### config.mk
export PLATFORM = sky130hd
export DESIGN_NAME = fetch_frontend
export DESIGN_NICKNAME = d
export VERILOG_FILES = /design/src/rtl/fetch_frontend_pkg.sv /design/src/rtl/fetch_frontend_sat_counter.sv /design/src/rtl/fetch_frontend.sv
export SDC_FILE = /design/constraint.sdc
export NUM_CORES = 1
export LEC_CHECK = 0
export CORE_ASPECT_RATIO = 1.2
export CORE_MARGIN = 2
export CORE_UTILIZATION = 42
export CTS_CLUSTER_SIZE = 10
export DETAILED_ROUTE_END_ITERATION = 16
export GPL_ROUTABILITY_DRIVEN = 0
export GPL_TIMING_DRIVEN = 0
export PLACE_DENSITY = 0.75
export REMOVE_ABC_BUFFERS = 1
export SKIP_LAST_GASP = 1
export SYNTH_ARGS = -nofsm -noshare
export SYNTH_HDL_FRONTEND = slang
export SYNTH_SLANG_ARGS = --single-unit
### constraint.sdc
create_clock -name clk -period 4.8 [get_ports clk]
set_input_delay 0.72 -clock clk [delete_from_list [all_inputs] [get_ports clk]]
set_output_delay 0.72 -clock clk [all_outputs]
set_load 0.01 [all_outputs]
### src/rtl/fetch_frontend_pkg.sv
// Shared pipeline constants for the fetch front end.
//   INST_W           : instruction and PC width
//   NOP_INST         : bubble instruction, addi x0,x0,0
//   DEFAULT_RESET_PC : PC loaded on reset unless the top overrides it
//   PC_STEP          : sequential fetch increment
package fetch_frontend_pkg;
  localparam int               INST_W           = 32;
  localparam logic [INST_W-1:0] NOP_INST         = 32'h0000_0013;
  localparam logic [INST_W-1:0] DEFAULT_RESET_PC = 32'h0000_0000;
  localparam logic [INST_W-1:0] PC_STEP          = 32'd4;
endpackage

### src/rtl/fetch_frontend_sat_counter.sv
// Saturating up-counter used for the debug performance counters.
// Ports:
//   clk   in          rising-edge clock
//   rst   in          asynchronous active-high reset, clears the count
//   inc   in          count one event on this edge
//   count out [W-1:0] current count; sticks at all-ones, never wraps
module sat_counter #(
  parameter int WIDTH = 32
) (
  input  logic             clk,
  input  logic             rst,
  input  logic             inc,
  output logic [WIDTH-1:0] count
);

  logic [WIDTH-1:0] count_d;
  logic [WIDTH-1:0] count_q;

  function automatic logic [WIDTH-1:0] sat_inc(input logic [WIDTH-1:0] v);
    if (&v) begin
      return v;
    end
    return v + {{(WIDTH-1){1'b0}}, 1'b1};
  endfunction

  always_comb begin
    count_d = count_q;
    if (inc) begin
      count_d = sat_inc(count_q);
    end
  end

  always_ff @(posedge clk or posedge rst) begin
    if (rst) begin
      count_q <= '0;
    end else begin
      count_q <= count_d;
    end
  end

  assign count = count_q;

endmodule

### src/rtl/fetch_frontend.sv
// Fetch front end of the 5-stage RISC-V pipeline: PC register, IF/ID
// register, taken-branch redirect/flush, and stall/flush counters.
// Ports:
//   clk, rst    rising-edge clock, asynchronous active-high reset
//   PCen        1 = PC advances, 0 = PC holds (load-use stall)
//   IF_IDen     1 = IF/ID loads, 0 = IF/ID holds
//   EX_PCSrc    taken branch/jump in EX; overrides both enables
//   EX_Target   redirect target (low two bits dropped)
//   IMem_Inst   instruction at IF_PC, sampled only on the clock edge
//   IF_PC       fetch address to IMem
//   ID_PC       PC of the instruction in ID
//   ID_Inst     instruction in ID (NOP_INST when bubbled)
//   ID_Valid    1 = ID holds a real fetched instruction
//   StallCount  saturating count of stall cycles without redirect
//   FlushCount  saturating count of redirect cycles
module fetch_frontend #(
  parameter logic [31:0] RESET_PC = fetch_frontend_pkg::DEFAULT_RESET_PC,
  parameter logic [31:0] NOP_INST = fetch_frontend_pkg::NOP_INST,
  parameter int          CNT_W    = 32
) (
  input  logic             clk,
  input  logic             rst,
  input  logic             PCen,
  input  logic             IF_IDen,
  input  logic             EX_PCSrc,
  input  logic [31:0]      EX_Target,
  input  logic [31:0]      IMem_Inst,
  output logic [31:0]      IF_PC,
  output logic [31:0]      ID_PC,
  output logic [31:0]      ID_Inst,
  output logic             ID_Valid,
  output logic [CNT_W-1:0] StallCount,
  output logic [CNT_W-1:0] FlushCount
);

  import fetch_frontend_pkg::*;

  logic [INST_W-1:0] pc_p0_d;
  logic [INST_W-1:0] pc_p0_q;
  logic [INST_W-1:0] id_pc_p1_d;
  logic [INST_W-1:0] id_pc_p1_q;
  logic [INST_W-1:0] id_inst_p1_d;
  logic [INST_W-1:0] id_inst_p1_q;
  logic              vld_p1_d;
  logic              vld_p1_q;
  logic              stall_inc;
  logic              flush_inc;
  logic [1:0]        unused_tgt_lsb;

  // Redirect targets are word aligned; the low bits are intentionally dropped.
  assign unused_tgt_lsb = EX_Target[1:0];

  // IF stage: PC select, redirect first, then stall/advance
  always_comb begin
    pc_p0_d = pc_p0_q;
    if (EX_PCSrc) begin
      pc_p0_d = {EX_Target[31:2], 2'b00};
    end else if (PCen) begin
      pc_p0_d = pc_p0_q + PC_STEP;
    end
  end

  // IF/ID boundary: flush to a bubble on redirect, otherwise load or hold
  always_comb begin
    id_pc_p1_d   = id_pc_p1_q;
    id_inst_p1_d = id_inst_p1_q;
    vld_p1_d     = vld_p1_q;
    if (EX_PCSrc) begin
      id_pc_p1_d   = '0;
      id_inst_p1_d = NOP_INST;
      vld_p1_d     = 1'b0;
    end else if (IF_IDen) begin
      id_pc_p1_d   = pc_p0_q;
      id_inst_p1_d = IMem_Inst;
      vld_p1_d     = 1'b1;
    end
  end

  always_ff @(posedge clk or posedge rst) begin
    if (rst) begin
      pc_p0_q      <= RESET_PC;
      id_pc_p1_q   <= '0;
      id_inst_p1_q <= NOP_INST;
      vld_p1_q     <= 1'b0;
    end else begin
      pc_p0_q      <= pc_p0_d;
      id_pc_p1_q   <= id_pc_p1_d;
      id_inst_p1_q <= id_inst_p1_d;
      vld_p1_q     <= vld_p1_d;
    end
  end

  // A stall that coincides with a redirect is counted only as a flush.
  assign stall_inc = ~EX_PCSrc & ~PCen;
  assign flush_inc = EX_PCSrc;

  sat_counter #(.WIDTH(CNT_W)) u_stall_cnt (
    .clk   (clk),
    .rst   (rst),
    .inc   (stall_inc),
    .count (StallCount)
  );

  sat_counter #(.WIDTH(CNT_W)) u_flush_cnt (
    .clk   (clk),
    .rst   (rst),
    .inc   (flush_inc),
    .count (FlushCount)
  );

  assign IF_PC    = pc_p0_q;
  assign ID_PC    = id_pc_p1_q;
  assign ID_Inst  = id_inst_p1_q;
  assign ID_Valid = vld_p1_q;

endmodule

==> metrics.yaml, run 1 <==
h-tree-depth: 4
postSynthCellCount: 664
die_w_um: 124.3
setup_ws_ns: 2.096
hold_violations: 0
antenna_left: 0
run_status: "complete, no violations"
yosys_warnings: 0
num_rows: 52
dr.pass1.iters: 4
drt_wl_total_um: 17790
drc: 0
skew_ns: 0.008682
period_minus_slack_ns: 2.704
ys_types: 47
tightest_slew_ns: 0.6519
via_count: 5607
crit_type: "in -> reg"
finalPower_mw: 3.489
cap_violations: 0
synthesis.area_mm2: 0.007293
syn_avg_cell_area_um2: 10.98
io_buffer_count: 225
crit_path_top_delay_cell: "clkdlybuf4s50_1"
post_cts_buffers: 0
drtIter0Drc: 289
crit_family: "simple AND/OR/NAND/NOR gates"
dp_hpwl_um: 12420
grt_pass1_wl_um: 29430
cts_resized: 0
synthArstFlopShare_pct: 100.0
cp_data_arrival_time_ns: 3.01
min_period_over_period_pct: 56.34
min-delay-path-class: "reg -> reg"
die_h_um: 148.4
clk_latency_ns: 0.42
viasPerCell: 5.056
fmax_mhz: 369.8
synth-seq-cells: 158
cp-start-kind: "input port"
track_usage_pct: 19.77
num_antenna_cells: 0
drive_gt1_share_pct: 6.719
cts.clk_slew.worst_paths_ns: 0.06
dp_slack_ns: 1.613
rsz0062_at_grt: "false"
grt_pass1_vias: 5459
root_buffer: "clkbuf_16"
leakagePower_nw: 4.526
synth_edf_count: 0
tritoncts: "built"
routedWlPerCell_um: 16.04
ir_drop_v: 0.0002588
nNetsFinal: 953
antenna_found_initial: 0
max_stage_delay_ns: 0.84
cts_sinks: 158
path_cells: "clkdlybuf4s50_1 -> nand3_1 -> nor4_2 -> nand4_1 -> xnor2_1 -> mux2_2"
required_ns: 5.11
start_util_pct: 43.11
dieArea_mm2: 0.01844
finalSetupViolCount: 0
cts-hold-fix-buffers: 0
ios: 230
yosys_most_used_dff: "dfrtp_1"
area_growth_pct: 41.74
drv_slew: 0
clockBufferDepth: 2
fillers: 1405
r2r_slack_ns: 2.50
ys_seq_area_share_pct: 54.26
relSlewSlack_pct: 56.18
path_max_fanout: 10
core-area_mm2: 0.01692
numCtsBuffers: 17
p_per_area_mw_per_mm2: 337.6
crit_buf_inv: 1
grt_overflow: 0
end_kind: "flop"
grt_max_degree: 91
-- placed cells by master, fill, tap and decap left out, types with 5 or more instances in the layout --
master           count
mux2i_1             60
nand4_1             23
dfrtp_1            155
o21ai_0             25
xor2_1              43
nand2_1             58
nand3_1             33
xnor2_1             48
clkbuf_16           17
and4_1              13
inv_1               10
nor3_1              13
and3_1              16
nor2_1              79
mux2_2               5
clkdlybuf4s50_1    223
-- cell families (layout without fill, tap and decap cells) --
group / Yosys count / after routing / share of synthesized area (%)
buffers and inverters: 42 / 270 / 2.488
and+or+nand+nor: 268 / 268 / 19.42
DFF: 158 / 158 / 54.26
AOI/OAI and AO/OA: 36 / 36 / 3.328
muxes: 65 / 65 / 9.007
adders and majority gates: 3 / 3 / 0.5147
other: 1 / 2 / 0.05142
xor gates and xnor gates: 91 / 91 / 10.93
-- flip-flops by register name, summed over array words and instances (netlist names) --
signal,flops
u_flush_cnt.count,32
IF_PC,30
ID_PC,31
u_stall_cnt.count,32
ID_Inst,32
ID_Valid,1
-- Yosys cell counts, types with 2 or more instances --
| cell type | number | area (µm²) |
|---|---|---|
| a211o_1 | 4 | 35.03 |
| and2_1 | 4 | 25.02 |
| and3_1 | 16 | 100.1 |
| and4_1 | 13 | 113.9 |
| buf_1 | 10 | 37.54 |
| buf_2 | 4 | 20.02 |
| buf_4 | 3 | 22.52 |
| clkbuf_1 | 13 | 48.80 |
| dfrtp_1 | 155 | 3879 |
| dfstp_2 | 3 | 78.83 |
| ha_1 | 3 | 37.54 |
| inv_1 | 11 | 41.29 |
| mux2_2 | 5 | 56.30 |
| mux2i_1 | 60 | 600.6 |
| nand2_1 | 58 | 217.7 |
| nand3_1 | 33 | 165.2 |
| nand4_1 | 23 | 143.9 |
| nor2_1 | 79 | 296.5 |
| nor2b_1 | 4 | 25.02 |
| nor3_1 | 13 | 65.06 |
| nor3b_1 | 2 | 15.01 |
| nor4_1 | 4 | 25.02 |
| nor4_2 | 3 | 37.54 |
| nor4_4 | 2 | 42.54 |
| nor4b_1 | 2 | 17.52 |
| o21ai_0 | 25 | 125.1 |
| o21ai_1 | 2 | 10.01 |
| or3_1 | 2 | 12.51 |
| xnor2_1 | 48 | 420.4 |
| xor2_1 | 43 | 376.6 |
-- power breakdown --
part           total [mW]  internal (mW)  leakage, nW  switching [mW]
Sequential           1.57           1.44         2.07           0.127
Combinational       0.594          0.343         2.19           0.251
Clock                1.33          0.765        0.268           0.562
Total                3.49           2.55         4.53           0.940
-- routing by layer --
layer,vias up,GRT usage [%],share of wire (%)
met2,168,31.94,48
met4,0,5.730,1.1
met5,-,0,0
met3,17,5.719,6.3
met1,2701,26.11,44
li1,2721,-,-
-- final cells by class --
class,count,area (µm²),area share [%]
well taps,216,270.3,2.614
repair buffers,228,2330,22.54
clock buffers,18,429.2,4.152
flip-flops and latches,158,3958,38.28
multi-input cells,465,3158,30.55
inverters,11,48.80,0.4720
clock inverters,13,143.9,1.392
-- path summary, 6_finish.rpt --
check,from,to,cells after the start
min reg2reg,u_stall_cnt.count[11],u_stall_cnt.count[11],1
min,u_stall_cnt.count[11],u_stall_cnt.count[11],1
max reg2reg,u_stall_cnt.count[0],u_stall_cnt.count[1],6
max in group asynchronous,rst,ID_Inst[1],3
min in group asynchronous,rst,u_stall_cnt.count[26],2
max,PCen,IF_PC[23],6
-- through the flow --
| stage | area [µm²] | instances | util, % | TNS, ns | hold WS [ns] |
|---|---|---|---|---|---|
| floorplan | 7157 | 634 | - | -27.63 | 0.5159 |
| global placement | 9679 | 1075 | 57.22 | -460.30 | 0.4752 |
| detailed placement | 9764 | 1078 | 57.72 | 0 | 0.4822 |
| CTS | 10340 | 1109 | 61.11 | 0 | 0.4920 |
| global route | 10340 | 1109 | 61.11 | 0 | 0.5139 |
| finish | 10340 | 1109 | 61.11 | 0 | 0.4876 |
(Power assumes the default switching activity.)
==> run 2: changes to the inputs <==
- CORE_UTILIZATION: 42 -> 47
- PLACE_DENSITY: 0.75 -> 0.8
- clock period: 4.8 -> 2.58 ns (I/O delays scaled with it)
==> run 2 against run 1 <==
Effect of this change: non-clock buffer count did not move; worst setup slack lost 1.8 ns; routed wire length is 1.6% lower; critical path depth stayed put; utilization grew 7.4 points; clock skew about the same; global-route usage up 2.1 points; clock power increased by 85%; hold slack worse by 0.12 ns; cell area is essentially flat; highest routed layer unchanged.
==> metrics.yaml, run 2 (synthesis gave the netlist of run 1 again) <==
min-delay-path-class: "in -> reg"
root_buffer: "clkbuf_16"
viasPerCell: 5.141
drv_slew: 0
drtIter0Drc: 329
crit_path_top_delay_cell: "nand4_1"
dp_hpwl_um: 12160
run_status: "complete, no violations"
rsz0062_at_grt: "false"
numCtsBuffers: 17
grt_pass1_wl_um: 29150
tightest_slew_ns: 0.6519
min_to: "ID_PC[22]"
antenna_found_initial: 0
num_rows: 49
tritoncts: "built"
start_util_pct: 48.36
placed_area_mm2: 0.009749
drive_gt1_share_pct: 6.711
worst_path_most_repeated_cell: "nand4_1"
routedWlPerCell_um: 15.95
dp_slack_ns: -0.1756
path_max_fanout: 15
finalSetupViolCount: 0
drt_wl_total_um: 17510
cp-start-kind: "flop"
core-area_mm2: 0.01508
area_growth_pct: 41.65
grt_pass1_vias: 5485
cts.clk_slew.worst_paths_ns: 0.06
path_cells: "ha_1 -> nand4_1 -> nor2_1 -> nand4_1 -> nand2_1 -> mux2_2"
design_area_mm2: 0.01033
cts_sinks: 158
io_buffer_count: 225
ir_drop_v: 0.0004147
finalPower_mw: 6.494
min_period_over_period_pct: 89.68
cts_resized: 0
dr.pass1.iters: 4
whs_path_depth: 2
fillers: 1172
die_h_um: 140.5
fmax_mhz: 432.2
clockBufferDepth: 2
grt_overflow: 0
most-common-layout-cells: "clkdlybuf4s50_1, dfrtp_1, nor2_1"
post_cts_buffers: 0
relSlewSlack_pct: 56.18
setup_ws_ns: 0.2663
drc: 0
ios: 230
final_common_cell: "clkdlybuf4s50_1"
cts-hold-fix-buffers: 0
cp_data_arrival_time_ns: 2.62
clk_latency_ns: 0.42
crit_type: "reg -> reg"
die_w_um: 117.7
via_count: 5645
rr_endpoint: "u_stall_cnt.count[1]"
nNetsFinal: 953
antenna_left: 0
h-tree-depth: 4
dieArea_mm2: 0.01653
period_minus_slack_ns: 2.314
end_kind: "flop"
hold_violations: 0
reg2regPathDepth: 6
skew_ns: 0.008271
num_antenna_cells: 0
grt_max_degree: 105
post-route-util_pct: 68.50
track_usage_pct: 21.85
r2r-start: "u_stall_cnt.count[0]"
max_stage_delay_ns: 0.51
leakagePower_nw: 4.537
min-delay-start: "EX_PCSrc"
required_ns: 2.89
cap_violations: 0
r2r_slack_ns: 0.27
p_per_area_mw_per_mm2: 628.6
-- run 2: report_power, final --
group / switching (mW) / total [mW] / leakage [nW] / internal (mW)
clock: 1.01 / 2.46 / 0.279 / 1.46
sequential: 0.235 / 2.92 / 2.07 / 2.68
combinational: 0.474 / 1.11 / 2.19 / 0.638
-- run 2: metal layers --
metal | up-vias | routed length (µm) | track usage (%) | share of wire (%)
li1 | 2714 | - | - | -
met1 | 2751 | 7599 | 28.51 | 43
met2 | 161 | 8601 | 35.62 | 49
met3 | 19 | 1051 | 6.311 | 6.0
met4 | 0 | 260 | 6.405 | 1.5
met5 | - | 0 | 0 | 0
-- run 2: final cells by class --
type	count	area, µm²	share of cell area (%)
Sequential cell	158	3958	38.31
Multi-Input combinational cell	465	3158	30.57
Timing Repair Buffer	228	2330	22.55
Clock buffer	24	501.7	4.856
Tap cell	204	255.2	2.471
Clock inverter	8	80.08	0.7751
Inverter	11	48.80	0.4723
-- run 2: metrics by stage --
| stage | setup TNS [ns] | hold WS (ns) | cells |
|---|---|---|---|
| after floorplan | -322.79 | 0.4534 | 634 |
| after CTS | 0 | 0.3529 | 1098 |
| after detailed placement | -0.5615 | 0.4830 | 1066 |
| after global routing | 0 | 0.3672 | 1098 |
| final | 0 | 0.3647 | 1098 |
| after global placement | -1033.55 | 0.4733 | 1063 |
-- run 2: worst max path at each step --
stage                                       to  cells after the start                 start
after floorplan                    ID_Inst[10]                      1                   rst
after detailed placement             IF_PC[23]                      6                  PCen
final                     u_stall_cnt.count[1]                      6  u_stall_cnt.count[0]
after CTS                 u_stall_cnt.count[1]                      6  u_stall_cnt.count[0]
after global placement             ID_Inst[11]                      2                   rst
after global routing      u_stall_cnt.count[1]                      6  u_stall_cnt.count[0]
-- run 2: critical path: cells and delay by family, from the launching register on --
family	cells	cell delay (ns)
simple gates	4	1.24
flops	1	0.40
mux	1	0.35
fa+ha+maj	1	0.20
